===== src/rtl/lsu_pkg.sv =====
// Shared opcodes, FSM state type and decode helpers for the load/store unit.
package lsu_pkg;

    typedef enum logic [1:0] {
        StIdle = 2'd0,
        StReq  = 2'd1,
        StResp = 2'd2
    } lsu_state_e;

    // MIPS I load/store opcodes (Ins[31:26]).
    localparam logic [5:0] OpLb  = 6'h20;
    localparam logic [5:0] OpLh  = 6'h21;
    localparam logic [5:0] OpLw  = 6'h23;
    localparam logic [5:0] OpLbu = 6'h24;
    localparam logic [5:0] OpLhu = 6'h25;
    localparam logic [5:0] OpSb  = 6'h28;
    localparam logic [5:0] OpSh  = 6'h29;
    localparam logic [5:0] OpSw  = 6'h2b;

    function automatic logic is_mem_op(input logic [5:0] op);
        case (op)
            OpLb, OpLh, OpLw, OpLbu, OpLhu, OpSb, OpSh, OpSw: is_mem_op = 1'b1;
            default:                                          is_mem_op = 1'b0;
        endcase
    endfunction

    function automatic logic is_store(input logic [5:0] op);
        is_store = (op == OpSb) || (op == OpSh) || (op == OpSw);
    endfunction

endpackage


===== src/rtl/lsu_if.sv =====
// Data-memory request/acknowledge bus between the LSU (master) and memory (slave).
interface lsu_if;
    logic        mem_req;
    logic        mem_we;
    logic [31:0] mem_addr;
    logic [3:0]  mem_be;
    logic [31:0] mem_wdata;
    logic        mem_ack;
    logic [31:0] mem_rdata;

    modport master (
        output mem_req, mem_we, mem_addr, mem_be, mem_wdata,
        input  mem_ack, mem_rdata
    );

    modport slave (
        input  mem_req, mem_we, mem_addr, mem_be, mem_wdata,
        output mem_ack, mem_rdata
    );
endinterface


===== src/rtl/lsu_align.sv =====
// Combinational lane logic: byte enables / store replication / misalign check on the
// way out, lane select and sign/zero extension of load data on the way back.
module lsu_align
    import lsu_pkg::*;
(
    input  logic [5:0]  i_st_op,
    input  logic [1:0]  i_st_adr,
    input  logic [31:0] i_wdata,
    output logic [3:0]  o_be,
    output logic [31:0] o_wdata,
    output logic        o_misalign,
    input  logic [5:0]  i_ld_op,
    input  logic [1:0]  i_ld_adr,
    input  logic [31:0] i_rdata,
    output logic [31:0] o_ld_data
);

    logic [7:0]  w_byte;
    logic [15:0] w_half;

    // Enables and replicated store data from access size and low address bits.
    always_comb begin
        o_be       = 4'b0000;
        o_wdata    = i_wdata;
        o_misalign = 1'b0;
        case (i_st_op)
            OpLw, OpSw: begin
                o_be       = 4'b1111;
                o_misalign = (i_st_adr != 2'b00);
            end
            OpLh, OpLhu, OpSh: begin
                o_be       = i_st_adr[1] ? 4'b1100 : 4'b0011;
                o_wdata    = {2{i_wdata[15:0]}};
                o_misalign = i_st_adr[0];
            end
            OpLb, OpLbu, OpSb: begin
                o_be    = 4'b0001 << i_st_adr;
                o_wdata = {4{i_wdata[7:0]}};
            end
            default: ;
        endcase
    end

    // Pick the addressed lane and extend it; stores and non-memory ops yield zero.
    always_comb begin
        w_byte    = i_rdata[{i_ld_adr, 3'b000} +: 8];
        w_half    = i_ld_adr[1] ? i_rdata[31:16] : i_rdata[15:0];
        o_ld_data = 32'h0;
        case (i_ld_op)
            OpLb:    o_ld_data = {{24{w_byte[7]}}, w_byte};
            OpLbu:   o_ld_data = {24'h0, w_byte};
            OpLh:    o_ld_data = {{16{w_half[15]}}, w_half};
            OpLhu:   o_ld_data = {16'h0, w_half};
            OpLw:    o_ld_data = i_rdata;
            default: ;
        endcase
    end

endmodule


===== src/rtl/lsu.sv =====
// Load/store unit: one memory transaction per accepted instruction, with timeout,
// misalign trapping and pass-through of non-memory results.
module lsu
    import lsu_pkg::*;
#(
    parameter int unsigned TIMEOUT_CYC = 255,
    parameter int unsigned CNT_W       = 8
) (
    input  logic        CLK,
    input  logic        RST,
    input  logic        start,
    input  logic [31:0] Ins,
    input  logic [31:0] Adr,
    input  logic [31:0] Wdata,
    output logic        busy,
    output logic        done,
    output logic [31:0] Rdata,
    output logic        err,
    lsu_if.master       mem
);

    lsu_state_e        r_state;
    lsu_state_e        w_state_next;
    logic [CNT_W-1:0]  r_cnt;
    logic [5:0]        r_op;
    logic [1:0]        r_adr_lo;
    logic [31:0]       r_addr;
    logic [3:0]        r_be;
    logic [31:0]       r_wdata;
    logic              r_we;
    logic [31:0]       r_rdata;
    logic              r_err;

    logic [5:0]        w_op;
    logic              w_is_mem;
    logic [3:0]        w_be;
    logic [31:0]       w_wdata;
    logic              w_misalign;
    logic [31:0]       w_ld_data;
    logic              w_timeout;
    logic              w_unused_ins;

    assign w_op         = Ins[31:26];
    assign w_is_mem     = is_mem_op(w_op);
    assign w_unused_ins = ^Ins[25:0];
    // Last permitted request cycle: the counter starts at 0 on entry to REQ.
    assign w_timeout    = (r_cnt == CNT_W'(TIMEOUT_CYC - 1));

    lsu_align u_align (
        .i_st_op    (w_op),
        .i_st_adr   (Adr[1:0]),
        .i_wdata    (Wdata),
        .o_be       (w_be),
        .o_wdata    (w_wdata),
        .o_misalign (w_misalign),
        .i_ld_op    (r_op),
        .i_ld_adr   (r_adr_lo),
        .i_rdata    (mem.mem_rdata),
        .o_ld_data  (w_ld_data)
    );

    // State register; async reset drops mem_req immediately.
    always_ff @(posedge CLK or negedge RST) begin
        if (!RST) begin
            r_state <= StIdle;
        end else begin
            r_state <= w_state_next;
        end
    end

    // Next-state: non-memory and misaligned ops skip REQ entirely.
    always_comb begin
        w_state_next = r_state;
        case (r_state)
            StIdle: begin
                if (start) begin
                    w_state_next = (w_is_mem && !w_misalign) ? StReq : StResp;
                end
            end
            StReq: begin
                if (mem.mem_ack || w_timeout) begin
                    w_state_next = StResp;
                end
            end
            StResp:  w_state_next = StIdle;
            default: w_state_next = StIdle;
        endcase
    end

    // State-decoded control outputs.
    always_comb begin
        busy        = (r_state != StIdle);
        done        = (r_state == StResp);
        mem.mem_req = (r_state == StReq);
    end

    assign mem.mem_we    = r_we;
    assign mem.mem_addr  = r_addr;
    assign mem.mem_be    = r_be;
    assign mem.mem_wdata = r_wdata;
    assign Rdata         = r_rdata;
    assign err           = r_err;

    // Latch the request on accept; in REQ capture the result, flag timeout, or count.
    always_ff @(posedge CLK or negedge RST) begin
        if (!RST) begin
            r_cnt    <= '0;
            r_op     <= 6'h0;
            r_adr_lo <= 2'b00;
            r_addr   <= 32'h0;
            r_be     <= 4'h0;
            r_wdata  <= 32'h0;
            r_we     <= 1'b0;
            r_rdata  <= 32'h0;
            r_err    <= 1'b0;
        end else begin
            case (r_state)
                StIdle: begin
                    if (start) begin
                        if (!w_is_mem) begin
                            r_rdata <= Adr;
                            r_err   <= 1'b0;
                        end else if (w_misalign) begin
                            r_rdata <= 32'h0;
                            r_err   <= 1'b1;
                        end else begin
                            r_op     <= w_op;
                            r_adr_lo <= Adr[1:0];
                            r_addr   <= {Adr[31:2], 2'b00};
                            r_be     <= w_be;
                            r_wdata  <= w_wdata;
                            r_we     <= is_store(w_op);
                            r_cnt    <= '0;
                        end
                    end
                end
                StReq: begin
                    if (mem.mem_ack) begin
                        r_rdata <= r_we ? 32'h0 : w_ld_data;
                        r_err   <= 1'b0;
                    end else if (w_timeout) begin
                        r_rdata <= 32'h0;
                        r_err   <= 1'b1;
                    end else begin
                        r_cnt <= r_cnt + CNT_W'(1);
                    end
                end
                default: ;
            endcase
        end
    end

endmodule

===== src/flat_wrapper.sv =====
// flat-port wrapper written by rule: the top's interface ports become plain ports
module lsu_flat import lsu_pkg::*;
#(
    parameter int unsigned TIMEOUT_CYC = 255,
    parameter int unsigned CNT_W       = 8
)
  (CLK, RST, start, Ins, Adr, Wdata, busy, done, Rdata, err, mem_mem_req, mem_mem_we, mem_mem_addr, mem_mem_be, mem_mem_wdata, mem_mem_ack, mem_mem_rdata);
  lsu_if mem_i ();
  input  logic CLK;
  input  logic RST;
  input  logic start;
  input  logic [31:0] Ins;
  input  logic [31:0] Adr;
  input  logic [31:0] Wdata;
  output logic busy;
  output logic done;
  output logic [31:0] Rdata;
  output logic err;
  output wire logic [$bits(mem_i.mem_req)-1:0] mem_mem_req;
  output wire logic [$bits(mem_i.mem_we)-1:0] mem_mem_we;
  output wire logic [$bits(mem_i.mem_addr)-1:0] mem_mem_addr;
  output wire logic [$bits(mem_i.mem_be)-1:0] mem_mem_be;
  output wire logic [$bits(mem_i.mem_wdata)-1:0] mem_mem_wdata;
  input wire logic [$bits(mem_i.mem_ack)-1:0] mem_mem_ack;
  input wire logic [$bits(mem_i.mem_rdata)-1:0] mem_mem_rdata;
  assign mem_mem_req = mem_i.mem_req;
  assign mem_mem_we = mem_i.mem_we;
  assign mem_mem_addr = mem_i.mem_addr;
  assign mem_mem_be = mem_i.mem_be;
  assign mem_mem_wdata = mem_i.mem_wdata;
  assign mem_i.mem_ack = mem_mem_ack;
  assign mem_i.mem_rdata = mem_mem_rdata;
  lsu #(.TIMEOUT_CYC(TIMEOUT_CYC), .CNT_W(CNT_W)) u_core (.CLK(CLK), .RST(RST), .start(start), .Ins(Ins), .Adr(Adr), .Wdata(Wdata), .busy(busy), .done(done), .Rdata(Rdata), .err(err), .mem(mem_i));
endmodule

===== config.mk =====
export PLATFORM = sky130hd
export DESIGN_NAME = lsu_flat
export DESIGN_NICKNAME = d
export VERILOG_FILES = /design/src/rtl/lsu_pkg.sv /design/src/rtl/lsu_if.sv /design/src/rtl/lsu_align.sv /design/src/rtl/lsu.sv /design/src/flat_wrapper.sv
export SDC_FILE = /design/constraint.sdc
export NUM_CORES = 1
export LEC_CHECK = 0
export ABC_AREA = 1
export CAP_MARGIN = 20
export CORE_ASPECT_RATIO = 0.6
export CORE_MARGIN = 5
export CORE_UTILIZATION = 45
export CTS_CLUSTER_DIAMETER = 30
export DETAILED_ROUTE_END_ITERATION = 12
export GPL_TIMING_DRIVEN = 0
export HOLD_SLACK_MARGIN = 0.02
export PLACE_DENSITY = 0.86
export SLEW_MARGIN = 0
export SYNTH_ARGS = -nofsm -noshare
export SYNTH_HDL_FRONTEND = slang
export SYNTH_SLANG_ARGS = --single-unit

===== constraint.sdc =====
create_clock -name CLK -period 1.95 [get_ports CLK]
set_clock_uncertainty 0.05 [all_clocks]
set_input_delay 0.2925 -clock CLK [delete_from_list [all_inputs] [get_ports CLK]]
set_output_delay 0.2925 -clock CLK [all_outputs]
set_load 0.1 [all_outputs]

# Word-level counts from Yosys, hierarchy flattened
# Index checks and enable logic that the tools add are counted.
totals:
  ff_bits: 118
  wordCells: 85
classes:
  n_addsub: 1
  eq_ne: 24
  n_shift: 2
  muxes: 30
  bitwise: 1
  n_reduce_logical: 17
op_table:
  columns: ["cell", "n"]
  rows:
  - ["two-way mux 32 bit", 6]
  - ["case mux 32 bit (5 select lines)", 1]
  - ["case mux 32 bit (2 select lines)", 2]
  - ["== test 6 bit, second input constant", 13]
  - ["two-way mux 8 bit", 5]
  - ["variable part select 32 x 6 -> 8 bit", 1]
  - ["two-way mux 16 bit", 1]
  - ["case mux 8 bit (2 select lines)", 1]
  - ["case mux 4 bit (3 select lines)", 1]
  - ["adder 8 x 1 -> 8 bit, second input constant", 1]
  - ["== test 8 bit, second input constant", 1]
  - ["inequality test 2 bit, second input constant", 4]
  - ["AND reduction 4 bit", 2]
  - ["OR reduction 8 bit", 1]
  - ["two-way mux 1 bit", 6]
  - ["two-way mux 2 bit", 3]
  - ["AND reduction 6 bit", 1]
  - ["nonzero test 2 bit", 3]
  - ["OR reduction 3 bit", 2]
  - ["two-way mux 4 bit", 1]
  - ["inequality test 2 x 1 -> 1 bit, second input constant", 2]
  - ["case mux 1 bit (2 select lines)", 2]
  - ["case mux 2 bit (2 select lines)", 1]
  - ["left shift 1 x 2 -> 4 bit, first input constant", 1]
  - ["other kinds (11)", 13]

# Depth between registers and ports, before layout
# Gate-level depths: netlist of run 1.
depth:
  depth_word: 8
  depth_mapped: 11
  mapped_depth_nobuf: 10

# Hierarchy
# From an unflattened synthesis of run 1, not the netlist that was laid out.
unflattened:
  hier_cells: 998
  hier_area_um2: 6867.8
modules_own_cells:
  columns: ["module", "n_inst", "cells_per_inst", "area_each_um2", "seq_area_each_um2"]
  rows:
  - ["lsu", 1, 691, 5500.3, 2952.8]
  - ["lsu_align", 1, 307, 1367.6, 0.0]

# Worst setup path after synthesis of run 1
# No wires, ideal clock.
synth_path:
  path_type: "register to register"
  start: "register u_core.r_state[1]"
  end: "register u_core.r_rdata[10], in the netlist u_core.Rdata[10]"
  setup_time_ns: 0.068
  t_arrival_ns: 2.026
  path_slack_ns: -0.194
  path_stages_with_launch: 11
  period_less_slack_ns: 2.144
  cell_sequence: "dfrtp_1 -> inv_1 -> nand2_1 -> inv_1 -> nand3_1 -> nor2_1 -> buf_2 -> nand2_1 -> nand2_1 -> nand2_1 -> nand2_1"
synth_via:
  elab_chain_len: 3
synth_rtl:
  columns: ["element", "line_no", "text"]
  rows:
  - ["start: declaration", "lsu.sv:22", "lsu_state_e r_state;"]
  - ["start signal: assignment", "lsu.sv:65", "r_state <= StIdle;"]
  - ["start signal: assignment", "lsu.sv:67", "r_state <= w_state_next;"]
  - ["== test 2 x 1 -> 1 bit (*)", null, null]
  - ["via mem_mem_req", "flat_wrapper.sv:19", "output wire logic [$bits(mem_i.mem_req)-1:0] mem_mem_req;"]
  - ["inequality test 3 x 1 -> 1 bit (no line) / nonzero test 2 bit (equally long branches)", null, null]
  - ["AND reduction 4 bit (no line)", null, null]
  - ["end signal: assignment", "lsu.sv:121", "r_rdata <= Adr;"]
  - ["end signal: assignment", "lsu.sv:139", "r_rdata <= r_we ? 32'h0 : w_ld_data;"]
  - ["end: declaration", "lsu.sv:31", "logic [31:0] r_rdata;"]
# Mark *: on every way through the listed nets, which the timed path passes. The rest lies on a longest branch.
# A chain may end at the register's enable or synchronous reset.

# Final worst setup path of run 1
layout_path:
  start: "input port Ins[31]"
  end: "register u_core.r_wdata[9], in the netlist u_core.mem.mem_wdata[9]"
layout_via:
  elab_chain_len: 5
layout_rtl:
  columns: ["element", "line_no", "text"]
  rows:
  - ["start: declaration", "flat_wrapper.sv:12", "input logic [31:0] Ins;"]
  - ["== test 6 bit", "lsu_pkg.sv:21, lsu_align.sv:26", null]
  - ["OR reduction 3 bit / OR reduction 2 bit (equally long branches)", "lsu_align.sv:26", "case (i_st_op)"]
  - ["case mux 1 bit (2 select lines)", "lsu_align.sv:26", null]
  - ["inverter 1 bit (no line)", null, null]
  - ["AND reduction 4 bit (no line)", null, null]
  - ["end signal: assignment", "lsu.sv:131", "r_wdata <= w_wdata;"]
  - ["end: declaration", "lsu.sv:29", "logic [31:0] r_wdata;"]
# Parallel ways exist; a longest one is shown, timed or not.

==> summary.txt, run 1 <==
Clock network
  – Maximum clock insertion buffer count: 2
  – Skew-Pair Late Insertion Delay: 410 ps
  – TritonCTS clock tree: yes
  – CTS H-Tree Depth: 4
  – Num CTS Buffers: 17
  – Clock Sinks: 118
  – Root buffer cell: clkbuf_16
  – Clock-pin transition on the worst setup and hold timing paths: 50 ps

Timing
  – Final worst slack: 12.6 ps
  – Fin crit share: 99.4%
  – Final setup viols: 0
  – Slew margin rel.: 36.1%
  – RSZ-0062 raised after global routing: yes
  – Max-slew violation count: 0
  – Hold slack: 275 ps
  – Actual slew at the worst max-slew pin: 963 ps
  – Fmax: a little over 0.5 GHz
  – Hold Vio Cnt, Final: 0
  – Min Tclk post-route: 1940 ps
  – Setup TNS: 0 ps

Power
  – Peak supply drop: 813 uV
  – Power Total: about 0.014 W
  – Leakage: 4.87 nW
  – Power density over cell area: 1540 nW/um2

Drt
  – DR DRC count: 0
  – Vias per std cell: between 5 and 6
  – Routed vias: between 6000 and 7000
  – Total Routed Length: 22.0 mm
  – Initial DRC Count: 731
  – Drt pass-1 iters: 5
  – Routed Antenna Nets: 0
  – Average wire per standard cell: 16.7 um

Placement
  – Pre-CTS WS: -596 ps
  – Port Buffers: ~210
  – DPL Wire Length: 16.2 mm
  – Cells after DPL: 1281
  – Gpl congestion: 0.944

Floorplanning
  – Total I/O pin count: about 240
  – Num rows: 33
  – Die Footprint: 16300 um2
  – Die Ht: approximately 100 um
  – Core area: 13600 um2
  – Initial Util: 45.6%
  – Horiz. Die Dim: ~160 um

Setup path
  – Critical path type: in -> reg
  – CP Launch Type: primary input
  – Worst EP required: 2250 ps
  – CP max FO: 10
  – Crit path arrival time: 2240 ps
  – CP endpoint kind: flop

GRT
  – Initial antenna violation count: 0
  – GRT overflow: 0
  – First-pass GRT wire length: 33.9 mm
  – Largest net degree at the start of global routing: 74
  – GRT Overall Usage: 26.5%
  – Vias in the first global route: 6420

Logic synthesis
  – Seq cells post-synth: between 100 and 150
  – Synth Area per Inst: between 6 and 7 um2
  – Post-synthesis sequential area ratio: 47.6%
  – Synthesized area: ~6200 um2
  – Syn. warnings: 0
  – Syn Inst Count: ~900
  – Unique cell type count in the Yosys netlist: 27

Final layout
  – Ant diodes: 0
  – Post-Layout Cell Count: about 1300
  – Area delta synth->final: 47.4%
  – Layout cells sized above 1: 17.5%
  – Final-stage net count: 1267

Hold path
  – Hold WC Path Type: in -> reg

Status
  – Status: complete, no violations

Run
  – Max Cap Viol: 0
-- worst paths after layout --
check,depth (start not counted),to,slack (ps),startpoint
min reg2reg,2,u_core.mem.mem_be[2]$_DFFE_PN0P_,420,u_core.mem.mem_be[2]$_DFFE_PN0P_
max in group asynchronous,3,u_core.r_op[5]$_DFFE_PN0P_,800,RST
min in group asynchronous,2,u_core.mem.mem_wdata[30]$_DFFE_PN0P_,330,RST
max reg2reg,7,u_core.mem.mem_wdata[9]$_DFFE_PN0P_,20,u_core.r_state[0]$_DFFE_PN0P_
min,3,u_core.r_adr_lo[0]$_DFFE_PN0P_,270,Adr[0]
max,11,u_core.mem.mem_wdata[9]$_DFFE_PN0P_,10,Ins[31]
-- sequential cells by signal, summed over array words and instances, names as in the netlist --
name / flops
u_core.r_op: 6
u_core.mem.mem_be: 4
u_core.r_adr_lo: 2
u_core.mem.mem_we: 1
u_core.err: 1
u_core.mem.mem_wdata: 32
u_core.r_state: 2
u_core.mem.mem_addr: 30
u_core.Rdata: 32
u_core.r_cnt: 8
-- kinds of logic after synthesis --
logic type,Yosys count,synth area share [%]
flip-flops,118,47.6
AO/OA/AOI/OAI,57,5.11
other,1,0.0605
AND/OR/NAND/NOR,622,39.6
buffers and inverters,90,6.38
XOR/XNOR,6,0.848
adder cells (fa/ha/maj),2,0.404
-- cells in the mapped netlist --
library cell	instances	area share (%)
nand2_1	522	32
dfrtp_1	118	48
nand3_1	54	4.4
inv_1	44	2.7
o21ai_0	38	3.1
nor2_1	35	2.1
buf_2	19	1.5
clkbuf_1	15	0.91
o211ai_1	11	1.3
buf_4	5	0.61
inv_2	5	0.30
o21ai_1	4	0.32
xor2_1	4	0.57
a21oi_1	3	0.24
buf_6	2	0.36
ha_1	2	0.40
nand3_2	2	0.32
nor2_4	2	0.36
or2_2	2	0.20
xnor2_1	2	0.28
a21oi_2	1	0.14
and3_1	1	0.10
conb_1	1	0.060
nand2_2	1	0.10
nand4_2	1	0.20
nor2_2	1	0.10
nor3_1	1	0.081
-- critical path, cell delays in order --
cell and delay [ps]:
clkdlybuf4s50_1 490, inv_2 50, nor2_4 150, nand3_4 160, nand2_4 140, nand2_1 100, nor2_4 250, buf_4 170
buf_4 180, nand2_1 140, nand2_1 110
-- placed cells by master (no fill, tap or decap), drive strengths merged --
cell and count:
nor2 38, clkdlybuf4s50 101, conb 2, clkbuf 95, clkinv 1, ha 2, or2 2, o211ai 11
a21oi 4, nand2 523, dfrtp 118, dlygate4sd2 2, o21ai 42, xor2 4, bufinv 5, dlymetal6s2s 1
nand3 56, buf 37, clkdlybuf4s15 43, nand4 1, nor3 1, clkinvlp 3, inv 48, dlygate4sd3 1
and3 1, xnor2 2
-- cell type report --
type | instances | area (um2)
Timing Repair Buffer | 218 | 1930
Clock inverter | 8 | 170
Clock buffer | 22 | 484
Sequential cell | 118 | 2950
Inverter | 49 | 190
Tap cell | 175 | 219
Fill cell | 1111 | 4450
Buffer | 40 | 244
Multi-Input combinational cell | 689 | 2950
-- power breakdown --
group | internal, W | switching, W
clock network | 0.00239 | 0.00112
registers | 0.00308 | 0.000392
logic | 0.00127 | 0.00580
-- through the flow --
| stage | area [um2] | util (%) |
|---|---|---|
| floorplan | 6220 | - |
| global placement | 8520 | 62.7 |
| detailed placement | 8550 | 63.0 |
| CTS | 9290 | 68.4 |
| global route | 9130 | 67.2 |
| finish | 9130 | 67.2 |
-- metal layers --
layer | vias up | track usage, % | part of all wire, % | routed length [um]
li1 | 3241 | - | - | -
met1 | 3146 | 39.9 | 48 | 10500
met2 | 351 | 37.7 | 41 | 9110
met3 | 21 | 7.36 | 10 | 2210
met4 | 0 | 6.55 | 0.87 | 190
met5 | - | 0 | 0 | 0
-- repair_timing --
item                       CTS  global route
hold buffers                 1             0
hold endpoints to repair    45             0
setup endpoints to repair  211           169
setup buffers                1             7
resized for setup          259           101
pin swaps                    1             3
No activity file was read; power rests on OpenSTA's default activity.
==> run 2, diff against run 1 <==
--- a/config.mk
+++ b/config.mk
@@ -9,12 +9,13 @@
 export CAP_MARGIN = 20
 export CORE_ASPECT_RATIO = 0.6
 export CORE_MARGIN = 5
-export CORE_UTILIZATION = 45
+export CORE_UTILIZATION = 49
+export CTS_BUF_LIST = sky130_fd_sc_hd__clkbuf_4
 export CTS_CLUSTER_DIAMETER = 30
 export DETAILED_ROUTE_END_ITERATION = 12
 export GPL_TIMING_DRIVEN = 0
 export HOLD_SLACK_MARGIN = 0.02
-export PLACE_DENSITY = 0.86
+export PLACE_DENSITY = 0.94
 export SLEW_MARGIN = 0
 export SYNTH_ARGS = -nofsm -noshare
 export SYNTH_HDL_FRONTEND = slang
==> constraint.sdc (replaced) <==
create_clock -name CLK -period 2.3 [get_ports CLK]
set_clock_uncertainty 0.05 [all_clocks]
set_input_delay 0.345 -clock CLK [delete_from_list [all_inputs] [get_ports CLK]]
set_output_delay 0.345 -clock CLK [all_outputs]
set_load 0.1 [all_outputs]
==> run 2 against run 1 <==
  * Register-to-register slack improved by 150 ps
  * Sequential power fell by 16%
  * Largest power group unchanged
  * Via count fell by 0.83%
  * Combinational power fell by 16%
  * Setup slack improved by 83 ps
  * Clock power fell by 55%
==> summary.txt, run 2 (synthesis results as in run 1) <==
Clock network
  – CTS H-Tree Depth: 4 (unchanged)
  – Setup Buffers After CTS: 0 (-1)
  – Root buffer cell: clkbuf_4
  – Clock Sinks: 118 (unchanged)
  – Clock-pin transition on the worst setup and hold timing paths: 120 ps (+70 ps)
  – Num CTS Buffers: 17 (unchanged)
  – Maximum clock insertion buffer count: 2 (unchanged)
  – TritonCTS clock tree: yes
  – Skew-Pair Late Insertion Delay: 520 ps (+110 ps)

Setup path
  – CP Launch Type: flop
  – CP Buf/Inv Count: 1 (-3)
  – CP max FO: 2 (-8)
  – Worst setup path endpoint: mem_mem_wdata[10]
  – Crit path arrival time: 1810 ps (-430 ps)
  – CP endpoint kind: primary output
  – Worst reg-to-reg path cell count: 9 (+2)
  – R2R Setup Slk: 170 ps (+150 ps)
  – Worst path top cell family by delay: buffers and inverters
  – Worst r2r src: u_core.r_state[1]$_DFFE_PN0P_
  – Crit-path cells: dlygate4sd2_1
  – Worst EP required: 1900 ps (-350 ps)
  – Worst path slowest cell: dlygate4sd2_1
  – Reg2reg end: u_core.Rdata[14]$_DFFE_PN0P_
  – Worst path max stage delay: 920 ps (+430 ps)
  – Critical path type: reg -> out
  – Worst path depth: 1 (-10)
  – Worst Setup SP: u_core.mem.mem_wdata[10]$_DFFE_PN0P_

Final layout
  – Area delta synth->final: 40.4%
  – Fill cell total of the finished layout: 1046 (-5.9%)
  – Final-stage net count: 1260 (-0.55%)
  – Layout cells sized above 1: 7.02% (-10 points)
  – Most common cell after layout, fill and taps aside: nand2_1
  – Commonest non-fill, non-tap cells in the layout: nand2_1 (522), dfrtp_1 (118), clkdlybuf4s50_1 (104)

Timing
  – Fmax: 0.454 GHz
  – Slew margin rel.: 30.6% (-5.4 points)
  – Hold slack: 288 ps (+12.7 ps)
  – Min Tclk post-route: approximately 2200 ps
  – Max-slew violation count: 0 (unchanged)
  – Final setup viols: 0 (unchanged)
  – Actual slew at the worst max-slew pin: 1040 ps (+81.9 ps)
  – Fin crit share: 95.9%
  – Hold Vio Cnt, Final: 0 (unchanged)
  – Setup TNS: 0 ps (unchanged)

GRT
  – Initial antenna violation count: 0 (unchanged)
  – GRT Overall Usage: 28.0% (+1.5 points)
  – Vias in the first global route: 6422 (+0.031%)
  – First-pass GRT wire length: 33.7 mm (-0.71%)
  – Largest net degree at the start of global routing: 65 (-12%)
  – GRT overflow: 0 (unchanged)

Drt
  – Vias per std cell: 5.14 (+0.24%)
  – Initial DRC Count: 621 (-15%)
  – Routed Antenna Nets: 0 (unchanged)
  – Average wire per standard cell: 16.3 um (-2.3%)
  – DR DRC count: 0 (unchanged)
  – Total Routed Length: 21.2 mm (-3.3%)
  – Routed vias: 6703 (-0.83%)
  – Drt pass-1 iters: 5 (unchanged)

Power
  – Power density over cell area: 1200 nW/um2 (-22%)
  – Peak supply drop: 748 uV (-8.0%)
  – Leakage: 4.84 nW (-0.67%)

Status
  – Status: complete, no violations

Floorplanning
  – Die Footprint: 15100 um2 (-7.5%)
  – Total I/O pin count: 237 (unchanged)
  – Initial Util: 50.7% (+5.1 points)
  – Num rows: 31 (-6.1%)
  – Core area: 12200 um2 (-10%)
  – Die Ht: 97.1 um (-3.8%)
  – Horiz. Die Dim: 155 um (-3.9%)

Placement
  – DPL Wire Length: 16.4 mm (+1.2%)
  – Port Buffers: 208 (unchanged)
  – Gpl congestion: 0.940 (-0.41%)

Hold path
  – Hold WC Path Type: in -> async

Run
  – Max Cap Viol: 0 (unchanged)
-- run 2: cell count changes in the layout (fill, tap and decap cells not counted), moves of 16 or more --
| cell | previous run | this run |
|---|---|---|
| clkbuf_16 | 17 | 0 |
| clkbuf_2 | 64 | 0 |
| clkbuf_4 | 5 | 21 |
| clkdlybuf4s15_2 | 35 | 2 |
| dlygate4sd2_1 | 2 | 100 |
-- run 2: report_power, final --
group | leakage, nW | total [W] | switching, W | internal (W)
clock network | 0.158 | 0.00159 | 0.000800 | 0.000788
registers | 1.50 | 0.00292 | 0.000314 | 0.00260
logic | 3.18 | 0.00594 | 0.00489 | 0.00105
-- run 2: how the worst min path moves through the flow --
stage	to	cells after the start	from
2_1_floorplan	u_core.Rdata[0]$_DFFE_PN0P_	0	RST
3_3_place_gp	u_core.mem.mem_addr[25]$_DFFE_PN0P_	2	u_core.mem.mem_addr[25]$_DFFE_PN0P_
3_5_place_dp	u_core.mem.mem_wdata[13]$_DFFE_PN0P_	1	RST
4_1_cts	u_core.mem.mem_wdata[13]$_DFFE_PN0P_	2	RST
5_1_grt	u_core.mem.mem_wdata[13]$_DFFE_PN0P_	2	RST
6_report	u_core.mem.mem_wdata[13]$_DFFE_PN0P_	2	RST
-- run 2: timing repair --
| action | in CTS | in global routing |
|---|---|---|
| pin swaps | 0 | 0 |
| endpoints found under the hold margin | 54 | 0 |
| setup endpoints to repair | 103 | 32 |
| hold buffers | 1 | 0 |
| resized for setup | 112 | 4 |
-- run 2: area by class of cell --
class / instances / area [um2] / area share [%]
multi-input cells: 689 / 2860 / 32.9
diodes: 1 / 2.50 / 0.0287
flip-flops and latches: 118 / 2950 / 33.9
well taps: 165 / 206 / 2.37
plain buffers: 41 / 211 / 2.43
clock buffers: 21 / 158 / 1.81
clock inverters: 11 / 133 / 1.52
inverters: 49 / 184 / 2.11
repair buffers: 210 / 2000 / 22.9
-- run 2: stage by stage --
step | utilization, % | instances | cell area (um2) | total power (W) | worst slack [ps]
after floorplan | - | 897 | 6200 | 0.00754 | 156
after global placement | 69.5 | 1270 | 8490 | 0.00915 | -3690
after detailed placement | 69.7 | 1271 | 8520 | 0.00924 | -282
after CTS | 71.2 | 1304 | 8690 | 0.0105 | 60.6
after global routing | 71.2 | 1304 | 8700 | 0.0109 | -11.7
final | 71.2 | 1305 | 8700 | 0.0104 | 95.3
-- run 2: worst reg2reg max path: cells and delay by family (launching register included) --
kind                   cells  cell delay (ps)
AND/OR/NAND/NOR            5              830
AO/OA/AOI/OAI              1              270
flip-flops                 1              390
buffers and inverters      3              520
-- run 2: layer usage --
metal / GRT usage [%] / routed length [um] / vias up
met1: 41.4 / 9660 / 3102
li1: - / - / 3236
met3: 9.57 / 2460 / 28
met4: 6.52 / 304 / 0
met2: 39.6 / 8810 / 337
met5: 0 / 0 / -
